===== src/rtl/display_scan_ctrl.sv =====
// Multiplexed hex display scanner: walks one digit per slot with a guard gap,
// shows a tear-free snapshot of value/dp_mask, and optionally hides leading zeros.
module display_scan_ctrl #(
  parameter int unsigned NUM_DIGITS = 8,
  parameter int unsigned DIV        = 100000,
  parameter int unsigned GUARD      = 1000
) (
  input  logic                      clk,
  input  logic                      reset,
  input  logic                      enable,
  input  logic                      lz_blank,
  input  logic [4*NUM_DIGITS-1:0]   value,
  input  logic [NUM_DIGITS-1:0]     dp_mask,
  output logic [NUM_DIGITS-1:0]     digit_select,
  output logic [3:0]                segment_data,
  output logic                      dp_n,
  output logic                      frame_start
);

  localparam int unsigned PSC_W = (DIV > 1) ? $clog2(DIV) : 1;
  localparam int unsigned IDX_W = $clog2(NUM_DIGITS);

  logic [PSC_W-1:0]                psc, psc_nxt;
  logic [IDX_W-1:0]                idx, idx_nxt;
  logic [NUM_DIGITS-1:0][3:0]      snap, snap_nxt;
  logic [NUM_DIGITS-1:0]           snap_dp, snap_dp_nxt;
  logic                            first_frame;
  logic                            load_c;
  logic [NUM_DIGITS-1:0]           zero_from;
  logic                            zero_acc;
  logic                            blank_c;
  logic                            lit_c;

  // Scan position and snapshot as they will be after this edge
  always_comb begin
    psc_nxt     = psc;
    idx_nxt     = idx;
    snap_nxt    = snap;
    snap_dp_nxt = snap_dp;
    load_c      = 1'b0;
    if (enable) begin
      load_c = first_frame ||
               ((idx == IDX_W'(NUM_DIGITS - 1)) && (psc == PSC_W'(DIV - 1)));
      if (psc == PSC_W'(DIV - 1)) begin
        psc_nxt = '0;
        idx_nxt = (idx == IDX_W'(NUM_DIGITS - 1)) ? '0 : idx + IDX_W'(1);
      end else begin
        psc_nxt = psc + PSC_W'(1);
      end
      if (load_c) begin
        snap_nxt    = value;
        snap_dp_nxt = dp_mask;
      end
    end
  end

  // zero_from[i]: nibbles i..top of the upcoming snapshot are all zero
  always_comb begin
    zero_acc  = 1'b1;
    zero_from = '0;
    for (int i = NUM_DIGITS - 1; i >= 0; i--) begin
      zero_acc     = zero_acc && (snap_nxt[i] == 4'h0);
      zero_from[i] = zero_acc;
    end
  end

  always_comb begin
    blank_c = lz_blank && (idx_nxt != '0) && zero_from[idx_nxt];
    lit_c   = enable && (psc_nxt >= PSC_W'(GUARD)) && !blank_c;
  end

  always_ff @(posedge clk) begin
    if (reset) begin
      psc          <= '0;
      idx          <= '0;
      snap         <= '0;
      snap_dp      <= '0;
      first_frame  <= 1'b1;
      digit_select <= '1;
      segment_data <= 4'h0;
      dp_n         <= 1'b1;
      frame_start  <= 1'b0;
    end else begin
      psc         <= psc_nxt;
      idx         <= idx_nxt;
      snap        <= snap_nxt;
      snap_dp     <= snap_dp_nxt;
      frame_start <= load_c;
      if (load_c) begin
        first_frame <= 1'b0;
      end
      if (lit_c) begin
        digit_select <= ~(NUM_DIGITS'(1) << idx_nxt);
        segment_data <= snap_nxt[idx_nxt];
        dp_n         <= ~snap_dp_nxt[idx_nxt];
      end else begin
        digit_select <= '1;
        segment_data <= 4'h0;
        dp_n         <= 1'b1;
      end
    end
  end

endmodule


===== config.mk =====
export PLATFORM = sky130hd
export DESIGN_NAME = display_scan_ctrl
export DESIGN_NICKNAME = d
export VERILOG_FILES = /design/src/rtl/display_scan_ctrl.sv
export SDC_FILE = /design/constraint.sdc
export NUM_CORES = 1
export LEC_CHECK = 0
export CORE_MARGIN = 2
export CORE_UTILIZATION = 30
export CTS_CLUSTER_DIAMETER = 200
export DETAILED_ROUTE_END_ITERATION = 10
export GPL_TIMING_DRIVEN = 0
export SKIP_LAST_GASP = 1
export SYNTH_ARGS = -nofsm -noshare
export SYNTH_HDL_FRONTEND = slang
export SYNTH_SLANG_ARGS = --single-unit
export TNS_END_PERCENT = 30

===== constraint.sdc =====
create_clock -name clk -period 4 [get_ports clk]
set_input_delay 0.4 -clock clk [delete_from_list [all_inputs] [get_ports clk]]
set_output_delay 0.4 -clock clk [all_outputs]
set_load 0.02 [all_outputs]

==> results of run 1 <==
sequential cells by signal, indices dropped and copies added (netlist names), 3 cells and up:
name,flops
digit_select,8
idx,3
psc,17
segment_data,4
snap,32
snap_dp,8
where the power goes:
group	internal, mW	switching (mW)
clock	0.659	0.314
sequential	0.774	0.0135
combinational	0.0874	0.0952
total	1.52	0.422
critical path, cell delays in order (launching register included):
cell,delay (ns)
dfxtp_1,0.43
or4bb_1,0.53
nor3_1,0.27
and2_1,0.18
buf_4,0.15
buf_6,0.15
mux2i_2,0.59
o211ai_1,0.25
a311o_1,0.56
or4_1,0.47
routing by layer:
layer | share of wire (%) | track usage [%] | up-vias
li1 | - | - | 1664
met1 | 45 | 21.3 | 1573
met2 | 48 | 28.1 | 100
met3 | 5.0 | 3.46 | 18
met4 | 2.5 | 6.91 | 0
met5 | 0 | 0 | -
metrics by stage:
| stage | hold WS, ns | area (um2) | cells |
|---|---|---|---|
| finish | 0.434 | 4630 | 641 |
| global route | 0.462 | 4630 | 641 |
| CTS | 0.429 | 4620 | 641 |
| detailed placement | 0.458 | 4260 | 625 |
| global placement | 0.451 | 4260 | 625 |
| floorplan | 0.440 | 3520 | 426 |
logic make-up after synthesis:
kind of cell | Yosys count | synth area share (%)
AO/OA/AOI/OAI | 99 | 16.5
adder cells (fa/ha/maj) | 3 | 1.07
XOR/XNOR | 18 | 4.48
multiplexers | 25 | 7.28
AND/OR/NAND/NOR | 181 | 24.5
buffers and inverters | 25 | 3.55
flip-flops | 75 | 42.6
final cells by class:
type                            count  share of cell area (%)
Timing Repair Buffer               56                    12.1
Clock inverter                      4                    2.06
Clock buffer                       12                    5.76
Multi-Input combinational cell    326                    41.0
Inverter                            2                   0.162
Buffer                             23                    2.54
Sequential cell                    75                    32.5
Tap cell                          143                    3.87
worst max-delay path by stage:
stage / start / to / depth (start not counted)
after floorplan: psc[11] / digit_select[1] / 11
after global placement: psc[11] / digit_select[1] / 10
after detailed placement: psc[7] / digit_select[1] / 9
after CTS: psc[7] / digit_select[1] / 9
after global routing: psc[7] / digit_select[1] / 9
final: psc[7] / digit_select[1] / 9
layout by cell type (no fill, tap or decap), types with 3 or more instances in the layout:
| cell type | n |
|---|---|
| nor4_1 | 15 |
| a21oi_1 | 59 |
| buf_6 | 3 |
| or2_2 | 8 |
| clkbuf_1 | 13 |
| bufinv_16 | 3 |
| dfxtp_1 | 75 |
| o221ai_1 | 3 |
| mux2_2 | 5 |
| mux2i_1 | 19 |
| o22ai_1 | 3 |
| nor3_1 | 9 |
| or4_1 | 4 |
| clkbuf_8 | 3 |
| nand3_1 | 8 |
| nand2_1 | 66 |
| clkdlybuf4s50_1 | 56 |
| ha_1 | 3 |
| and3_1 | 8 |
| buf_2 | 4 |
| a21o_1 | 3 |
| xnor2_1 | 10 |
| nand4_1 | 6 |
| o21ai_0 | 13 |
| or3_1 | 5 |
| xor2_1 | 8 |
| nor2_1 | 46 |
| clkbuf_16 | 9 |
==> results.cfg, run 1 <==
[outcome]
outcome = completed

[clocking]
numCtsBuffers = 9
h-tree-depth = 3
cts_num_sinks = 75
cts_root_buffer = clkbuf_16
clkSlewWorstSetupHoldPaths_ns = 0.06
clockBufferDepth = 2
cts_resized = 0
cts_tree = built
post-cts-setup-buffers = 0
insertion_delay_ns = 0.34
holdBufCountCts = 0

[timing]
finClkSkew_ns = 0.00816
fin_crit_sh_pct = 92.6
slew_headroom_pct = 47.2
finalSetupViolCount = 0
drv_slew = 0
post-route-min-period_ns = 3.71
fin_ws_ns = 0.295
tightest_slew_ns = 0.771
fmax_mhz = 270
setup_tns_ns = 0
final-hold-violation-count = 0
grt_setup_unrepaired = false

[routing]
vias = 3355
wl_per_cell_um = 16.3
drc_errors = 0
first_pass_iters = 4
drt-vias-per-instance = 5.23
drtIter0Drc = 150
totalWireLength_um = 10400
final_antenna_net_count = 0

[power_and_ir_drop]
p_per_area_nw_per_um2 = 420
vdd_drop_max_mv = 0.219
total_leakage_power_nw = 1.70
finalPower_mw = 1.94

[setup_path]
timing.rr.start = psc[7]
endpoint_kind = flop
reg2reg_depth = 9
crit_type = flop to flop
cp_max_fo = 10
reg2reg_slack_ns = 0.29
r2r_end = digit_select[1]
required_ns = 4.20
worst_setup_path_start_kind = flop
cp.arrival_ns = 3.91

[synth]
synth_top_area_share_pct = 42.6
syn_nets = 473
synth.distinct_cells = 44
netlist_top_cells_count = dfxtp_1 (75), nand2_1 (66), a21oi_1 (59)
synth_edf_count = 0
yosysMostFrequentCell = dfxtp_1
syn_area_um2 = 3520
synth_area_per_cell_um2 = 8.26
yosysWarnings = 0
synthFlopType = dfxtp_1
ys_seq_area_share_pct = 42.6
async_flop_share_pct = 0
synth_area_leader_cell = dfxtp_1
netlist_instances = 426
yosys-top-cells-area = dfxtp_1 (43%), a21oi_1 (8.4%), nand2_1 (7.0%)
ys_ff_latch = 75

[floorplanning]
io_pins = 58
placementRows = 39
core-area_um2 = 11400
die_w_um = 112
design.die.area_um2 = 12600
start_util_pct = 30.8
die_h_um = 112

[placement]
port_buffers = 56
place_congestion = 0.891
dp.final_hpwl_um = 7830
dp_slack_ns = 0.0783

[global_route]
grt_start_max_net_pins = 13
grt_pass1_wl_um = 16700
track_usage_pct = 16.8
grt_pass1_vias = 3271
grt_overflow_total = 0
antenna_found_initial = 0

[final_layout]
fin_nets = 540
area_delta_synth_final_pct = 31.4
fillers = 1203
drive_above_1_share_pct = 8.03
multi_input_area_um2 = 1900
antenna_cells = 0
utilization_pct = 40.5
layout.area.seq_um2 = 1500

[min_path]
holdPathStages = 3
holdPathEnd = first_frame
min_path_type = input port to flop
min_from = enable

[flow_run]
drv_cap = 0
Power figures use the tool's default switching activity.
==> run 2, diff against run 1 <==
- CELL_PAD_IN_SITES_DETAIL_PLACEMENT: default -> 1
- CELL_PAD_IN_SITES_GLOBAL_PLACEMENT: default -> 2
- CTS_BUF_LIST: default -> sky130_fd_sc_hd__clkbuf_16
- PLACE_DENSITY_LB_ADDON: default -> 0.1
==> results.cfg, run 2 (same netlist as run 1, synthesis figures left out) <==
[final_layout]
largest_register_ffs = 32
top_regs = snap x32, psc x17
final_common_cell = dfxtp_1
design_area_um2 = 4520
final_cell_mix = dfxtp_1 (75), nand2_1 (66), a21oi_1 (59)
drive_above_1_share_pct = 7.04
utilization_pct = 39.6
fin_nets = 540
regMostFlops = snap
stdcell_count = 640
antenna_cells = 0
area_delta_synth_final_pct = 28.5

[min_path]
holdPathStages = 3
min_path_type = input port to flop

[floorplanning]
start_util_pct = 30.8
io_pins = 58
design.die.area_um2 = 12600
die_w_um = 112
core-area_um2 = 11400
die_h_um = 112
placementRows = 39

[power_and_ir_drop]
vdd_drop_max_mv = 0.290
finalPower_mw = 1.69
total_leakage_power_nw = 1.65
p_per_area_nw_per_um2 = 374

[timing]
fin_crit_sh_pct = 93.8
fmax_mhz = 266
post-route-min-period_ns = 3.75
grt_setup_unrepaired = true
finalSetupViolCount = 0
tightest_slew_ns = 0.799
final-hold-violation-count = 0
drv_slew = 0
finClkSkew_ns = 0.00389
slew_headroom_pct = 45.2
fin_ws_ns = 0.247

[clocking]
clockBufferDepth = 2
insertion_delay_ns = 0.34
cts_num_sinks = 75
h-tree-depth = 3
numCtsBuffers = 9
cts_tree = built
cts_root_buffer = clkbuf_16
post-cts-setup-buffers = 0
clkSlewWorstSetupHoldPaths_ns = 0.06
holdBufCountCts = 0

[setup_path]
worst_setup_path_start_kind = flop
cp_max_fo = 10
endpoint_kind = flop
required_ns = 4.21
crit_type = flop to flop
cp.arrival_ns = 3.96
reg2reg_depth = 10

[global_route]
track_usage_pct = 20.1
grt_start_max_net_pins = 12
antenna_found_initial = 0
grt_pass1_wl_um = 19400
grt_overflow_total = 0
grt_pass1_vias = 3618

[routing]
drc_errors = 0
top_layer = met4
drt-met1-wl_um = 5450
vias = 3358
first_pass_iters = 4
drt-vias-per-instance = 5.25
wl_met3_um = 555
met2_wirelength_um = 5870
final_antenna_net_count = 0
drtIter0Drc = 170
wl_per_cell_um = 18.8
totalWireLength_um = 12100

[flow_run]
drv_cap = 0

[placement]
place_congestion = 0.812
place_area_um2 = 4260
port_buffers = 56
dp.cells = 625
dp_slack_ns = -0.157
dp.final_hpwl_um = 9180

[outcome]
outcome = completed
## run 2: changes by cell type in the layout (fill, tap and decap cells not counted), sizes merged
cell / previous run / this run
bufinv: 3 / 0
inv: 2 / 3
clkbuf: 25 / 22
clkinv: 1 / 5
## run 2: stage by stage
stage          setup TNS [ns]  hold WS (ns)
6_report                    0         0.423
4_1_cts                     0         0.415
3_5_place_dp           -0.349         0.460
2_1_floorplan               0         0.440
3_3_place_gp           -0.387         0.448
5_1_grt               -0.0729         0.451
## run 2: what timing repair did
action | CTS | global route
hold endpoints to repair | 0 | 0
resized for setup | 1 | 1
endpoints found under the setup margin | 4 | 5
gates cloned | 0 | 0
## run 2: per-layer routing
metal	track usage [%]	vias to the layer above
met1	24.9	1626
met2	34.7	62
met5	0	-
li1	-	1658
met4	4.96	0
met3	5.51	12
## run 2: layout make-up
type                    count  area, um2
fillers                  1383       6900
multi-input cells         326       1910
flip-flops and latches     75       1500
repair buffers             56        561
clock buffers               9        225
well taps                 143        179
plain buffers              23        118
clock inverters             6       25.0
inverters                   2       7.51
## run 2: worst paths after layout
kind	slack, ns	startpoint	to
worst max-delay path	0.25	psc[7]	segment_data[0]
worst min register to register	0.47	snap_dp[7]	snap_dp[7]
worst max register to register	0.25	psc[7]	segment_data[0]
worst min-delay path	0.42	enable	first_frame
## run 2: report_power, final
| part | internal [mW] | leakage, nW | switching [mW] |
|---|---|---|---|
| sequential | 0.774 | 0.611 | 0.0131 |
| clock | 0.405 | 0.129 | 0.311 |
| combinational | 0.0874 | 0.907 | 0.102 |
## run 2: worst max-delay path, cell delays in order, from the launching register on
cell and delay [ns]:
dfxtp_1 0.43, or4bb_1 0.52, nor3_1 0.31, and2_1 0.19, buf_4 0.16, buf_6 0.16, mux2i_1 0.59, clkbuf_1 0.58
a21oi_1 0.09, o21ai_0 0.41, a311oi_1 0.16
==> run 3, diff against run 2 <==
- DONT_BUFFER_PORTS: default -> 1
==> results.cfg, run 3 (same netlist as run 1, synthesis figures left out) <==
[timing]
fin_crit_sh_pct = 93.4
grt_setup_unrepaired = true
fmax_mhz = 268
finClkSkew_ns = 0.0115
slew_headroom_pct = 49.3
finalSetupViolCount = 0
drv_slew = 0
tightest_slew_ns = 0.739
final-hold-violation-count = 0
setup_tns_ns = 0
post-route-min-period_ns = 3.74

[floorplanning]
die_h_um = 112
io_pins = 58
placementRows = 39
design.die.area_um2 = 12600
start_util_pct = 30.8
die_w_um = 112
core-area_um2 = 11400

[setup_path]
required_ns = 4.22
worst_setup_path_start_kind = flop
reg2reg_depth = 10
crit_family = simple AND/OR/NAND/NOR gates
critPathSlowestCell = a311o_1
r2r_end = digit_select[1]
cp.arrival_ns = 3.95
cp_max_fo = 10
crit_top_cell = o211ai_1
crit_buf_inv = 2
crit_type = flop to flop
cpPeakStageDelay_ns = 0.58
crit_start = psc[7]
timing.rr.start = psc[7]
endpoint_kind = flop
crit_chain = or4bb_1 > nor3_1 > and2_1 > buf_4 > mux2_2 > buf_2 > o211ai_1 > o211ai_1 > a311o_1 > or4_1
reg2reg_slack_ns = 0.26

[placement]
place_area_um2 = 3700
dp.final_hpwl_um = 8870
place_congestion = 0.765
port_buffers = 0

[power_and_ir_drop]
p_sw_uw = 432
power.internal_mw = 1.30
power_frac_comb_pct = 8.0
vdd_drop_max_mv = 0.168
power_frac_seq_pct = 45.5
p_per_area_nw_per_um2 = 433
sw_frac_of_total_pct = 24.9
p_clk_share_pct = 46.5
total_leakage_power_nw = 1.44

[clocking]
post-cts-setup-buffers = 0
clkSlewWorstSetupHoldPaths_ns = 0.06
holdBufCountCts = 0
numCtsBuffers = 9
h-tree-depth = 3
cts_num_sinks = 75
cts_root_buffer = clkbuf_16
clockBufferDepth = 2
insertion_delay_ns = 0.35
cts_tree = built
cts_resized = 1

[min_path]
holdPathStages = 2
holdPathEnd = snap[28]
min_path_type = input port to flop
min_from = value[28]

[final_layout]
final_common_cell = dfxtp_1
antenna_cells = 0
top_regs = snap x32, psc x17
area_delta_synth_final_pct = 13.5
fin_nets = 484
final_cell_mix = dfxtp_1 (75), nand2_1 (66), a21oi_1 (59)
largest_register_ffs = 32
regMostFlops = snap
drive_above_1_share_pct = 8.37
design_area_um2 = 4000
utilization_pct = 35.0

[routing]
wl_per_cell_um = 20.1
totalWireLength_um = 11800
vias = 3152
drc_errors = 0
drt-vias-per-instance = 5.39
final_antenna_net_count = 0
drtIter0Drc = 147
first_pass_iters = 4

[outcome]
outcome = completed

[global_route]
antenna_found_initial = 0
grt_pass1_wl_um = 18700
grt_pass1_vias = 3364
track_usage_pct = 19.7
grt_overflow_total = 0
grt_start_max_net_pins = 13

[flow_run]
drv_cap = 0
-- run 3: power groups by stage --
stage / logic, mW / clock network [mW] / registers, mW
global placement: 0.139 / 0 / 0.803
global route: 0.158 / 0.856 / 0.790
floorplan: 0.100 / 0 / 0.800
finish: 0.139 / 0.806 / 0.787
CTS: 0.142 / 0.826 / 0.787
detailed placement: 0.141 / 0 / 0.804
-- run 3: routing by layer --
layer	routed length, um	GRT usage, %
met1	5400	24.6
met2	5660	32.9
met3	475	4.10
met4	227	8.29
met5	0	0
-- run 3: area by class of cell --
cell class                      instances  area [um2]
Clock inverter                          7        60.1
Clock buffer                            9         225
Inverter                                2        7.51
Buffer                                 23         118
Fill cell                            1382        7420
Sequential cell                        75        1500
Tap cell                              143         179
Multi-Input combinational cell        326        1910
-- run 3: how the worst max path moves through the flow --
stage	slack [ns]	to	cells past startpoint
after floorplan	0.80	digit_select[1]	11
after global placement	-0.26	digit_select[1]	9
after detailed placement	-0.24	digit_select[1]	9
after CTS	0.07	digit_select[1]	9
after global routing	-0.04	segment_data[3]	12
final	0.26	digit_select[1]	10
-- run 3: through the flow --
step                      worst slack, ns  power (mW)  hold WS [ns]  std cells
after floorplan                     0.804       0.900         0.440        426
after global placement             -0.262       0.942         0.449        569
after detailed placement           -0.238       0.945         0.457        569
after CTS                          0.0712        1.75         0.205        585
after global routing              -0.0428        1.80         0.224        585
final                               0.264        1.73         0.212        585
